## src/rtl/pixel_command_queue.sv

```systemverilog
// Host-side pixel command FIFO that range-checks commands and sequences them one at
// a time through MemoryManager's level-request / complete-pulse handshake.
module pixel_command_queue #(
    parameter int unsigned FIFO_DEPTH    = 8,
    parameter int unsigned SCREEN_WIDTH  = 320,
    parameter int unsigned SCREEN_HEIGHT = 240
) (
    input  logic                          clock,
    input  logic                          reset,
    input  logic                          cmdValid,
    output logic                          cmdReady,
    input  logic                          cmdWrite,
    input  logic [8:0]                    cmdX,
    input  logic [7:0]                    cmdY,
    input  logic [7:0]                    cmdData,
    output logic                          rspValid,
    output logic [7:0]                    rspData,
    output logic [8:0]                    memoryXCoord,
    output logic [7:0]                    memoryYCoord,
    output logic [7:0]                    memoryWriteData,
    output logic                          memoryReadRequest,
    output logic                          memoryWriteRequest,
    input  logic [7:0]                    memoryReadData,
    input  logic                          memoryReadComplete,
    input  logic                          memoryWriteComplete,
    output logic [$clog2(FIFO_DEPTH):0]   fifoCount,
    output logic [7:0]                    dropCount,
    output logic                          busy
);

    localparam int unsigned PTR_W = $clog2(FIFO_DEPTH);
    localparam int unsigned CNT_W = PTR_W + 1;

    typedef struct packed {
        logic       write;
        logic [8:0] x;
        logic [7:0] y;
        logic [7:0] data;
        logic       oor;
    } cmd_t;

    typedef enum logic [1:0] {
        IDLE    = 2'd0,
        WAIT_WR = 2'd1,
        WAIT_RD = 2'd2,
        SKIP    = 2'd3
    } state_t;

    cmd_t             fifo_q [FIFO_DEPTH];
    logic [PTR_W-1:0] wr_ptr_q, wr_ptr_d;
    logic [PTR_W-1:0] rd_ptr_q, rd_ptr_d;
    logic [CNT_W-1:0] count_q, count_d;
    logic [7:0]       drop_q, drop_d;

    state_t           state_q, state_d;
    logic             rd_req_q, rd_req_d;
    logic             wr_req_q, wr_req_d;
    logic [8:0]       x_q, x_d;
    logic [7:0]       y_q, y_d;
    logic [7:0]       wdata_q, wdata_d;
    logic             cur_write_q, cur_write_d;
    logic             rsp_valid_q, rsp_valid_d;
    logic [7:0]       rsp_data_q, rsp_data_d;

    cmd_t             push_entry;
    cmd_t             head;
    logic             push;
    logic             pop;

    // No lookahead: a pop in the same cycle does not reopen a full queue.
    assign cmdReady = (count_q != CNT_W'(FIFO_DEPTH));
    assign push     = cmdValid && cmdReady;
    assign pop      = (state_q == IDLE) && (count_q != '0);
    assign head     = fifo_q[rd_ptr_q];

    always_comb begin
        push_entry       = '0;
        push_entry.write = cmdWrite;
        push_entry.x     = cmdX;
        push_entry.y     = cmdY;
        push_entry.data  = cmdData;
        push_entry.oor   = (32'(cmdX) >= SCREEN_WIDTH) || (32'(cmdY) >= SCREEN_HEIGHT);
    end

    // Storage needs no reset; the pointers and count define which entries are live.
    always_ff @(posedge clock) begin
        if (push) begin
            fifo_q[wr_ptr_q] <= push_entry;
        end
    end

    // Pointer, occupancy and drop-counter next state.
    always_comb begin
        wr_ptr_d = wr_ptr_q;
        rd_ptr_d = rd_ptr_q;
        count_d  = count_q;
        drop_d   = drop_q;
        if (push) begin
            wr_ptr_d = wr_ptr_q + PTR_W'(1);
        end
        if (pop) begin
            rd_ptr_d = rd_ptr_q + PTR_W'(1);
        end
        case ({push, pop})
            2'b10:   count_d = count_q + CNT_W'(1);
            2'b01:   count_d = count_q - CNT_W'(1);
            default: count_d = count_q;
        endcase
        if (push && push_entry.oor && (drop_q != 8'hFF)) begin
            drop_d = drop_q + 8'd1;
        end
    end

    // Command sequencer: one request in flight, IDLE between transactions.
    always_comb begin
        state_d     = state_q;
        rd_req_d    = rd_req_q;
        wr_req_d    = wr_req_q;
        x_d         = x_q;
        y_d         = y_q;
        wdata_d     = wdata_q;
        cur_write_d = cur_write_q;
        rsp_valid_d = 1'b0;
        rsp_data_d  = rsp_data_q;
        case (state_q)
            IDLE: begin
                if (pop) begin
                    cur_write_d = head.write;
                    if (head.oor) begin
                        state_d = SKIP;
                    end else begin
                        x_d     = head.x;
                        y_d     = head.y;
                        wdata_d = head.data;
                        if (head.write) begin
                            wr_req_d = 1'b1;
                            state_d  = WAIT_WR;
                        end else begin
                            rd_req_d = 1'b1;
                            state_d  = WAIT_RD;
                        end
                    end
                end
            end
            WAIT_WR: begin
                if (memoryWriteComplete) begin
                    wr_req_d = 1'b0;
                    state_d  = IDLE;
                end
            end
            WAIT_RD: begin
                if (memoryReadComplete) begin
                    rd_req_d    = 1'b0;
                    rsp_data_d  = memoryReadData;
                    rsp_valid_d = 1'b1;
                    state_d     = IDLE;
                end
            end
            SKIP: begin
                // Out-of-range reads still answer so response order is preserved.
                if (!cur_write_q) begin
                    rsp_valid_d = 1'b1;
                    rsp_data_d  = 8'h00;
                end
                state_d = IDLE;
            end
            default: begin
                state_d = IDLE;
            end
        endcase
    end

    always_ff @(posedge clock) begin
        if (reset) begin
            wr_ptr_q    <= '0;
            rd_ptr_q    <= '0;
            count_q     <= '0;
            drop_q      <= '0;
            state_q     <= IDLE;
            rd_req_q    <= 1'b0;
            wr_req_q    <= 1'b0;
            x_q         <= '0;
            y_q         <= '0;
            wdata_q     <= '0;
            cur_write_q <= 1'b0;
            rsp_valid_q <= 1'b0;
            rsp_data_q  <= '0;
        end else begin
            wr_ptr_q    <= wr_ptr_d;
            rd_ptr_q    <= rd_ptr_d;
            count_q     <= count_d;
            drop_q      <= drop_d;
            state_q     <= state_d;
            rd_req_q    <= rd_req_d;
            wr_req_q    <= wr_req_d;
            x_q         <= x_d;
            y_q         <= y_d;
            wdata_q     <= wdata_d;
            cur_write_q <= cur_write_d;
            rsp_valid_q <= rsp_valid_d;
            rsp_data_q  <= rsp_data_d;
        end
    end

    assign rspValid           = rsp_valid_q;
    assign rspData            = rsp_data_q;
    assign memoryXCoord       = x_q;
    assign memoryYCoord       = y_q;
    assign memoryWriteData    = wdata_q;
    assign memoryReadRequest  = rd_req_q;
    assign memoryWriteRequest = wr_req_q;
    assign fifoCount          = count_q;
    assign dropCount          = drop_q;
    assign busy               = (state_q != IDLE) || (count_q != '0);

endmodule

```

## config.mk

```make
export PLATFORM = sky130hd
export DESIGN_NAME = pixel_command_queue
export DESIGN_NICKNAME = d
export VERILOG_FILES = /design/src/rtl/pixel_command_queue.sv
export SDC_FILE = /design/constraint.sdc
export NUM_CORES = 1
export LEC_CHECK = 0
export ABC_AREA = 1
export ABC_CLOCK_PERIOD_IN_PS = 2600
export BUFFER_PORTS_ARGS = -buffer_cell sky130_fd_sc_hd__buf_2
export CORE_MARGIN = 3
export CORE_UTILIZATION = 59
export DETAILED_ROUTE_END_ITERATION = 7
export PLACE_DENSITY = 0.82
export SLEW_MARGIN = 20
export SYNTH_ARGS = -nofsm -noshare
export SYNTH_HDL_FRONTEND = slang
export SYNTH_SLANG_ARGS = --single-unit
```

## constraint.sdc

```tcl
create_clock -name clock -period 2.6 [get_ports clock]
set_input_delay 0.26 -clock clock [delete_from_list [all_inputs] [get_ports clock]]
set_output_delay 0.26 -clock clock [all_outputs]
set_load 0.005 [all_outputs]
```

==> results of run 1 <==
==> sequential cells by signal (all words and copies together) (netlist names), named ones only <==
signal,count
fifo_q,216
state_q,2
memoryWriteData,8
fifoCount,4
memoryWriteRequest,1
memoryYCoord,8
rd_ptr_q,3
rspData,8
memoryXCoord,9
wr_ptr_q,3
cur_write_q,1
memoryReadRequest,1
rspValid,1
dropCount,8
==> cells in the mapped netlist (3+ instances only) <==
cell / instances / area (µm²)
sky130_fd_sc_hd__nor2_1: 129 / 484.2
sky130_fd_sc_hd__clkbuf_1: 25 / 93.84
sky130_fd_sc_hd__buf_6: 4 / 45.04
sky130_fd_sc_hd__o22ai_1: 50 / 312.8
sky130_fd_sc_hd__nand3_1: 29 / 145.1
sky130_fd_sc_hd__a21oi_2: 20 / 175.2
sky130_fd_sc_hd__dfxtp_1: 60 / 1201
sky130_fd_sc_hd__inv_2: 5 / 18.77
sky130_fd_sc_hd__ha_1: 5 / 62.56
sky130_fd_sc_hd__nand4_1: 3 / 18.77
sky130_fd_sc_hd__a21oi_1: 32 / 160.2
sky130_fd_sc_hd__nand2_1: 198 / 743.2
sky130_fd_sc_hd__xor2_1: 5 / 43.79
sky130_fd_sc_hd__buf_4: 13 / 97.59
sky130_fd_sc_hd__nand2_4: 3 / 33.78
sky130_fd_sc_hd__o21ai_0: 89 / 445.4
sky130_fd_sc_hd__inv_1: 39 / 146.4
sky130_fd_sc_hd__buf_2: 6 / 30.03
sky130_fd_sc_hd__nand2_2: 3 / 18.77
sky130_fd_sc_hd__o21ai_1: 20 / 100.1
sky130_fd_sc_hd__edfxtp_1: 216 / 6486
==> through the flow <==
step	hold slack, ns	util [%]	setup slack [ns]
floorplan	0.3589	-	0.1302
global placement	0.4319	64.31	0.7546
detailed placement	0.4374	64.31	0.6526
CTS	0.0002905	70.62	0.5883
global route	0.02303	70.62	0.4331
finish	0.01408	70.62	0.5883
==> kinds of logic after synthesis <==
logic type | count (synthesis)
DFF | 276
AOI/OAI and AO/OA | 214
buffers and inverters | 97
adders and majority gates | 5
xor gates and xnor gates | 7
and+or+nand+nor | 374
==> worst max-delay path by stage <==
stage	to	slack, ns
2_1_floorplan	fifo_q[0][0]$_DFFE_PP_	0.13
3_3_place_gp	fifo_q[0][6]$_DFFE_PP_	0.75
3_5_place_dp	fifo_q[0][6]$_DFFE_PP_	0.65
4_1_cts	memoryWriteData[1]$_SDFFE_PP0P_	0.59
5_1_grt	fifoCount[3]$_SDFFE_PP0P_	0.43
6_report	memoryWriteData[1]$_SDFFE_PP0P_	0.59
==> metal layers <==
layer  track usage [%]  part of all wire, %
met5                 0                    0
met4             9.405                  2.9
met3             3.898                  7.8
met2             43.40                   51
met1             32.22                   38
==> cell type report <==
| class | count | area [µm²] |
|---|---|---|
| tap | 229 | 286.5 |
| clock inverter | 14 | 160.2 |
| clock buffer | 35 | 725.7 |
| multi-input combinational | 600 | 2885 |
| timing repair buffer | 139 | 888.4 |
| inverter | 47 | 181.4 |
| fill | 1237 | 5331 |
| sequential | 276 | 7689 |
==> power groups by stage <==
stage / Combinational, mW / Clock (mW) / Sequential [mW]
CTS: 4.14 / 3.93 / 5.43
global placement: 3.86 / 0 / 5.50
finish: 4.14 / 3.89 / 5.44
detailed placement: 4.03 / 0 / 5.52
floorplan: 2.97 / 0 / 5.49
global route: 4.62 / 4.12 / 5.48
==> what timing repair did <==
item	in CTS	in global routing
hold buffers	26	0
hold endpoints to repair	131	0
resized for setup	0	0
==> cells in the final DEF (no fill, tap or decap), types with 3 or more instances in the layout <==
| cell type | instances |
|---|---|
| sky130_fd_sc_hd__nand2_1 | 198 |
| sky130_fd_sc_hd__clkbuf_16 | 27 |
| sky130_fd_sc_hd__edfxtp_1 | 216 |
| sky130_fd_sc_hd__xor2_1 | 5 |
| sky130_fd_sc_hd__clkinv_2 | 7 |
| sky130_fd_sc_hd__dfxtp_1 | 59 |
| sky130_fd_sc_hd__o22ai_1 | 50 |
| sky130_fd_sc_hd__a21oi_1 | 32 |
| sky130_fd_sc_hd__o21ai_1 | 20 |
| sky130_fd_sc_hd__o21ai_0 | 89 |
| sky130_fd_sc_hd__clkbuf_1 | 6 |
| sky130_fd_sc_hd__nor2_1 | 121 |
| sky130_fd_sc_hd__nand2_4 | 3 |
| sky130_fd_sc_hd__bufinv_16 | 3 |
| sky130_fd_sc_hd__buf_2 | 88 |
| sky130_fd_sc_hd__dlygate4sd3_1 | 26 |
| sky130_fd_sc_hd__a21oi_2 | 20 |
| sky130_fd_sc_hd__buf_4 | 25 |
| sky130_fd_sc_hd__inv_1 | 39 |
| sky130_fd_sc_hd__clkinv_1 | 3 |
| sky130_fd_sc_hd__nor2_2 | 9 |
| sky130_fd_sc_hd__nand4_1 | 3 |
| sky130_fd_sc_hd__nand2_2 | 3 |
| sky130_fd_sc_hd__ha_1 | 5 |
| sky130_fd_sc_hd__inv_2 | 5 |
| sky130_fd_sc_hd__nand3_1 | 29 |
==> results.md, run 1 <==
- Status: complete, no violations
- Ratio of cells with drive above 1 in the final layout: between 10% and 20%
- Max-cap viol count: 0
- Synthesized-area fraction occupied by and/or/nand/nor cells: between 10% and 20%
- Number of global-route vias before repair: 7,914
- Switching part of the total power: between 30% and 40%
- Total of flip-flops plus latches after synthesis: between 200 and 300
- Peak per-stage delay on the critical path: around 0.37 ns
- Clock tree from TritonCTS: built
- Cell Area, Placed: about 0.012 mm²
- Number of distinct standard cells referenced by the synthesized netlist: 35
- Internal power contribution: approximately 8.8 mW
- Crit Path Max Fanout: 26
- Clk Latency, worst-skew pair: 0.55 ns
- Setup repair after global routing missed its margin: false
- Area growth from synthesis to layout: 16.41%
- Post-synthesis net count: approximately 1,000
- Via total after detailed routing: between 7,000 and 8,000
- Cell with the largest stage delay on the worst path: sky130_fd_sc_hd__inv_4
- Final hold violations: 0
- Pin count of the biggest net entering global routing: 53
- Clk network pwr share: 28.9%
- Cell total after placement: about 1,300
- Synth Flop Type: sky130_fd_sc_hd__edfxtp_1
- Tot GR Track Use: 25.10%
- Antenna diodes: 0
- Detail-routed net length per standard cell: 18.92 µm
- Drc violations: 0
- Class of the most critical hold timing path: in2reg
- Net switching component of the power: ~4.6 mW
- Setup TNS: 0 ns
- Maximum clock rate: between 0.4 and 0.5 GHz
- Area enclosed by the die boundary: just over 0.02 mm²
- Antenna violations before repair: 0
- Share of synthesized area spent on multiplexers: 0%
- Die X: roughly 140 µm
- Sequential share of the synthesized area: between 60% and 70%
- Hold depth: 1
- Root buffer cell: sky130_fd_sc_hd__clkbuf_16
- Startpoint of the most critical hold path: cmdY[6]
- Netlist area before placement: ~0.011 mm²
- Detailed router's first-iteration violation count: slightly above 800
- Initial standard-cell utilization of the core: around three fifths
- Endpoint arrival time on the critical path: approximately 2.5 ns
- Post-CTS Repair Setup Buffers: 0
- Last weighted congestion value of the routability-driven placer: just under 0.8
- Setup slack of the most critical reg-to-reg path: a little under 0.6 ns
- WL final: approximately 25 mm
- Part of the power in combinational logic: 30.7%
- Tightest slew margin relative to the limit: between 50% and 60%
- Vertical extent of the die: approximately 140 µm
- Maximum VDD drop: 0.6340 mV
- Capture instance of the worst register-to-register path: memoryWriteData[1]$_SDFFE_PP0P_
- Half-perimeter wire length after detailed placement: 14.20 mm
- Class of the most critical setup path: reg2reg
- Total stage count of the critical path: 9
- Share of the clock period used by the worst path: between 70 and 80%
- Fraction of the mapped netlist area in adder cells: 0.5682%
- Final number of setup-violating endpoints: 0
- Dominant combinational cell family by area after synthesis: simple AND/OR/NAND/NOR gates
- Startpoint class of the critical path: flop
- Count of antenna-violating nets left after detailed routing: 0
- Synth async-reset ratio: 0%
- Port bufs: 88
- Type of element capturing the critical path: flop
- Data required time of the worst path: around 3 ns
- Setup skew after layout: 0.01981 ns
- Leakage power: slightly below 5 nW
- Portion of total power attributed to sequential cells: approximately 40%
- Number of top-level pins: 89
- Cells after Synth: about 1,000
- Standard-cell rows: about 50
- Power density over cell area: about 1100 mW/mm²
- Worst-case hold path end point: fifo_q[2][15]$_DFFE_PP_
- Clock buffers created by TritonCTS: 27
- Final Power: roughly 13 mW
- Floorplan Core Area: 0.01815 mm²
- Worst slew pin tran: between 0.6 and 0.7 ns
- Aggregate global routing overflow: 0
- H-tree depth: 1
- Final worst path period need: just over 2 ns
- Warnings from Yosys: 0
- Cells along the critical path: buf_4 -> inv_1 -> nand3_1 -> nand3_2 -> nand2_2 -> nand2_4 -> inv_4 -> nand2_1 -> a21oi_1
- Wire length of the first global-routing pass: approximately 40 mm
- Syn avg cell area: around 11 µm²
- Clock transition time at the flip-flop clock pins of the worst setup and hold paths: 0.06 ns
- Final instance area: 0.01282 mm²
- Detailed Routing Iterations Pass 1: 5
- Worst R2R Path Depth: 9
- Number of synthesized flops with an enable pin: between 200 and 250
- Critical path buffers and inverters: 3
- Net count, final: approximately 1,100
- Post-layout instance count excluding filler cells: approximately 1,300
- Max Slew Vio Count: 0
- Worst-case clock buffer depth: 3
- Post-synthesis share of cell area spent on xor and xnor gates: less than 1%
- Post-synthesis compound-gate area fraction: 11.13%
- Dominant delay contributor by cell family on the critical path: buffers and inverters
- Sinks on Clock Net: 276
- Vias/cell: ~5.8
Note: power is estimated with default switching activity, not from simulation.
==> run 2, diff against run 1 <==
ABC_CLOCK_PERIOD_IN_PS = 2000   (was 2600)
clock period = 2 ns   (was 2.6 ns; I/O delays follow)
==> run 2 against run 1 <==
Compared with the run above: sequential share of layout area decreased by 0.99 points; maximum frequency increased by 6.9%; clock power increased by 20%; largest cell class unchanged; clock skew decreased by 0.0068 ns; critical endpoint is now fifo_q[7][19]$_DFFE_PP_; clock-buffer cell count increased by 5.
==> results.md, run 2 (synthesis results as in run 1) <==
- Final instance area: 0.01303 mm² (was 0.01282 mm²)
- Max-cap viol count: 0 (unchanged)
- Vias/cell: 5.730 (was 5.812)
- Detailed router's first-iteration violation count: 816 (was 812)
- Count of antenna-violating nets left after detailed routing: 0 (unchanged)
- Via total after detailed routing: 7,764 (was 7,788)
- Type of element capturing the critical path: flop (unchanged)
- Final worst hold slack: 0.04848 ns (was 0.01408 ns)
- Worst R2R Path Depth: 7 (was 9)
- Wire length of the first global-routing pass: 39.56 mm (was 40.34 mm)
- Last weighted congestion value of the routability-driven placer: 0.8199 (was 0.7940)
- Half-perimeter wire length after detailed placement: 14.44 mm (was 14.20 mm)
- Maximum clock rate: 0.5316 GHz (was 0.4971 GHz)
- H-tree depth: 1 (unchanged)
- Class of the most critical setup path: reg2reg (unchanged)
- Worst slew pin tran: 0.4551 ns (was 0.6763 ns)
- Data required time of the worst path: 2.20 ns (was 3.05 ns)
- Class of the most critical hold timing path: in2reg (unchanged)
- Aggregate global routing overflow: 0 (unchanged)
- Endpoint arrival time on the critical path: 2.08 ns (was 2.46 ns)
- Detailed Routing Iterations Pass 1: 5 (unchanged)
- WL met1: 10.10 mm (was 9.716 mm)
- Vertical extent of the die: 142.6 µm (unchanged)
- Status: complete, no violations (unchanged)
- Capture instance of the worst register-to-register path: fifo_q[7][19]$_DFFE_PP_ (was memoryWriteData[1]$_SDFFE_PP0P_)
- Final number of setup-violating endpoints: 0 (unchanged)
- Port bufs: 88 (unchanged)
- Power density over cell area: 1333 mW/mm² (was 1051 mW/mm²)
- Leakage power: 4.879 nW (was 4.823 nW)
- Final worst path period need: 1.881 ns (was 2.012 ns)
- Final Power: 17.37 mW (was 13.47 mW)
- Sinks on Clock Net: 276 (unchanged)
- Number of global-route vias before repair: 7,632 (was 7,914)
- Pin count of the biggest net entering global routing: 61 (was 53)
- Worst-case hold path end point: wr_ptr_q[1]$_SDFFE_PP0P_ (was fifo_q[2][15]$_DFFE_PP_)
- Net count, final: 1,151 (was 1,135)
- Startpoint class of the critical path: flop (unchanged)
- Clk Latency, worst-skew pair: 0.52 ns (was 0.55 ns)
- Post-layout instance count excluding filler cells: 1,355 (was 1,340)
- Most common cell after layout, fill and taps aside: sky130_fd_sc_hd__edfxtp_1 (unchanged)
- Detailed-routed wire length on met3: 1.746 mm (was 1.980 mm)
- Setup skew after layout: 0.01302 ns (was 0.01981 ns)
- Crit Path Max Fanout: 14 (was 26)
- Startpoint of the most critical hold path: cmdValid (was cmdY[6])
- Tightest slew margin relative to the limit: 69.66% (was 54.91%)
- Max reg flops: 216 (unchanged)
- Area growth from synthesis to layout: 18.35% (was 16.41%)
- Hold depth: 3 (was 1)
- Final hold violations: 0 (unchanged)
- Tot GR Track Use: 24.61% (was 25.10%)
- Maximum VDD drop: 0.9153 mV (was 0.6340 mV)
- Ratio of cells with drive above 1 in the final layout: 18.38% (was 18.18%)
- Clock tree from TritonCTS: built (unchanged)
- Floorplan Core Area: 0.01815 mm² (unchanged)
- Reg-to-Reg Start: fifoCount[2]$_SDFFE_PP0P_
- Clock transition time at the flip-flop clock pins of the worst setup and hold paths: 0.06 ns (about the same)
- Setup slack of the most critical reg-to-reg path: 0.12 ns (was 0.59 ns)
- Max Slew Vio Count: 0 (unchanged)
- Utilization after layout: 71.80% (was 70.62%)
- Standard-cell rows: 49 (unchanged)
- Number of top-level pins: 89 (unchanged)
- Detail-routed net length per standard cell: 18.55 µm (was 18.92 µm)
- Worst-case clock buffer depth: 3 (unchanged)
- Root buffer cell: sky130_fd_sc_hd__clkbuf_16 (unchanged)
- Antenna diodes: 0 (unchanged)
- Share of the clock period used by the worst path: 94.06% (was 77.37%)
- WL final: 25.13 mm (was 25.35 mm)
- WL met2: 12.60 mm (was 12.92 mm)
- Fill cell total of the finished layout: 1,206 (was 1,237)
- Die X: 142.6 µm (unchanged)
- Drc violations: 0 (unchanged)
- Uppermost routed layer: met4 (unchanged)
- Cell total after placement: 1,270 (was 1,265)
- Top library cells by usage in the layout, fill and taps aside: 216 x sky130_fd_sc_hd__edfxtp_1, 198 x sky130_fd_sc_hd__nand2_1, 121 x sky130_fd_sc_hd__nor2_1 (unchanged)
- Antenna violations before repair: 0 (unchanged)
- Cell Area, Placed: 0.01181 mm² (was 0.01167 mm²)
- Clock buffers created by TritonCTS: 27 (unchanged)
- Register with the most flip-flops: fifo_q (unchanged)
- Area enclosed by the die boundary: 0.02033 mm² (unchanged)
- Initial standard-cell utilization of the core: 60.67% (unchanged)
run 2: cell types whose count changed in the layout (fill, tap and decap cells not counted), sizes merged:
| cell | previous run | this run |
|---|---|---|
| bufinv | 3 | 1 |
| dlygate4sd3 | 26 | 35 |
| clkbuf | 35 | 40 |
| clkinv | 10 | 8 |
| inv | 47 | 45 |
| buf | 113 | 120 |
run 2: power by group:
part / leakage (nW) / internal (mW) / switching (mW)
clock: 0.397 / 2.69 / 1.98
sequential: 2.45 / 6.76 / 0.328
combinational: 2.03 / 1.94 / 3.67
run 2: per-layer routing:
layer  vias to the layer above  global-route usage, %
li1                       3660                      -
met1                      3719                  33.55
met2                       329                  40.85
met3                        56                  3.427
met4                         0                  9.055
met5                         -                      0
run 2: metrics by stage:
step / setup TNS, ns / setup WS, ns
6_report: 0 / 0.1188
4_1_cts: 0 / 0.06500
5_1_grt: -0.1294 / -0.03805
2_1_floorplan: -12.81 / -0.07414
3_3_place_gp: 0 / 0.2148
3_5_place_dp: 0 / 0.08234
run 2: cell type report:
class	instances	area (µm²)	area share (%)
timing repair buffer	155	1131	8.681
clock buffer	40	744.5	5.713
clock inverter	8	62.56	0.4801
tap	229	286.5	2.199
sequential	276	7689	59.01
inverter	47	187.7	1.440
multi-input combinational	600	2929	22.48
run 2: timing repair:
| action | 4_1_cts | 5_1_grt |
|---|---|---|
| gates resized for setup | 0 | 7 |
| hold endpoints to repair | 217 | 0 |
| setup buffers | 0 | 2 |
| endpoints found under the setup margin | 0 | 21 |
| hold buffers | 35 | 0 |
run 2: worst max-delay path by stage:
stage | startpoint | endpoint | slack, ns | cells past startpoint
2_1_floorplan | fifoCount[0]$_SDFFE_PP0P_ | fifo_q[0][0]$_DFFE_PP_ | -0.07 | 8
3_3_place_gp | fifoCount[0]$_SDFFE_PP0P_ | fifoCount[1]$_SDFFE_PP0P_ | 0.21 | 10
3_5_place_dp | fifoCount[0]$_SDFFE_PP0P_ | fifoCount[1]$_SDFFE_PP0P_ | 0.08 | 10
4_1_cts | fifoCount[0]$_SDFFE_PP0P_ | fifoCount[1]$_SDFFE_PP0P_ | 0.07 | 10
5_1_grt | fifoCount[0]$_SDFFE_PP0P_ | fifoCount[3]$_SDFFE_PP0P_ | -0.04 | 13
6_report | fifoCount[2]$_SDFFE_PP0P_ | fifo_q[7][19]$_DFFE_PP_ | 0.12 | 7
run 2: worst max-delay path: stages, from the launching register on:
cell and delay, ns:
sky130_fd_sc_hd__dfxtp_1 0.54, sky130_fd_sc_hd__nor2_4 0.11, sky130_fd_sc_hd__nand2_2 0.10, sky130_fd_sc_hd__nand2_4 0.10
sky130_fd_sc_hd__nor2_1 0.10, sky130_fd_sc_hd__inv_1 0.12, sky130_fd_sc_hd__nor2_2 0.18, sky130_fd_sc_hd__buf_4 0.30
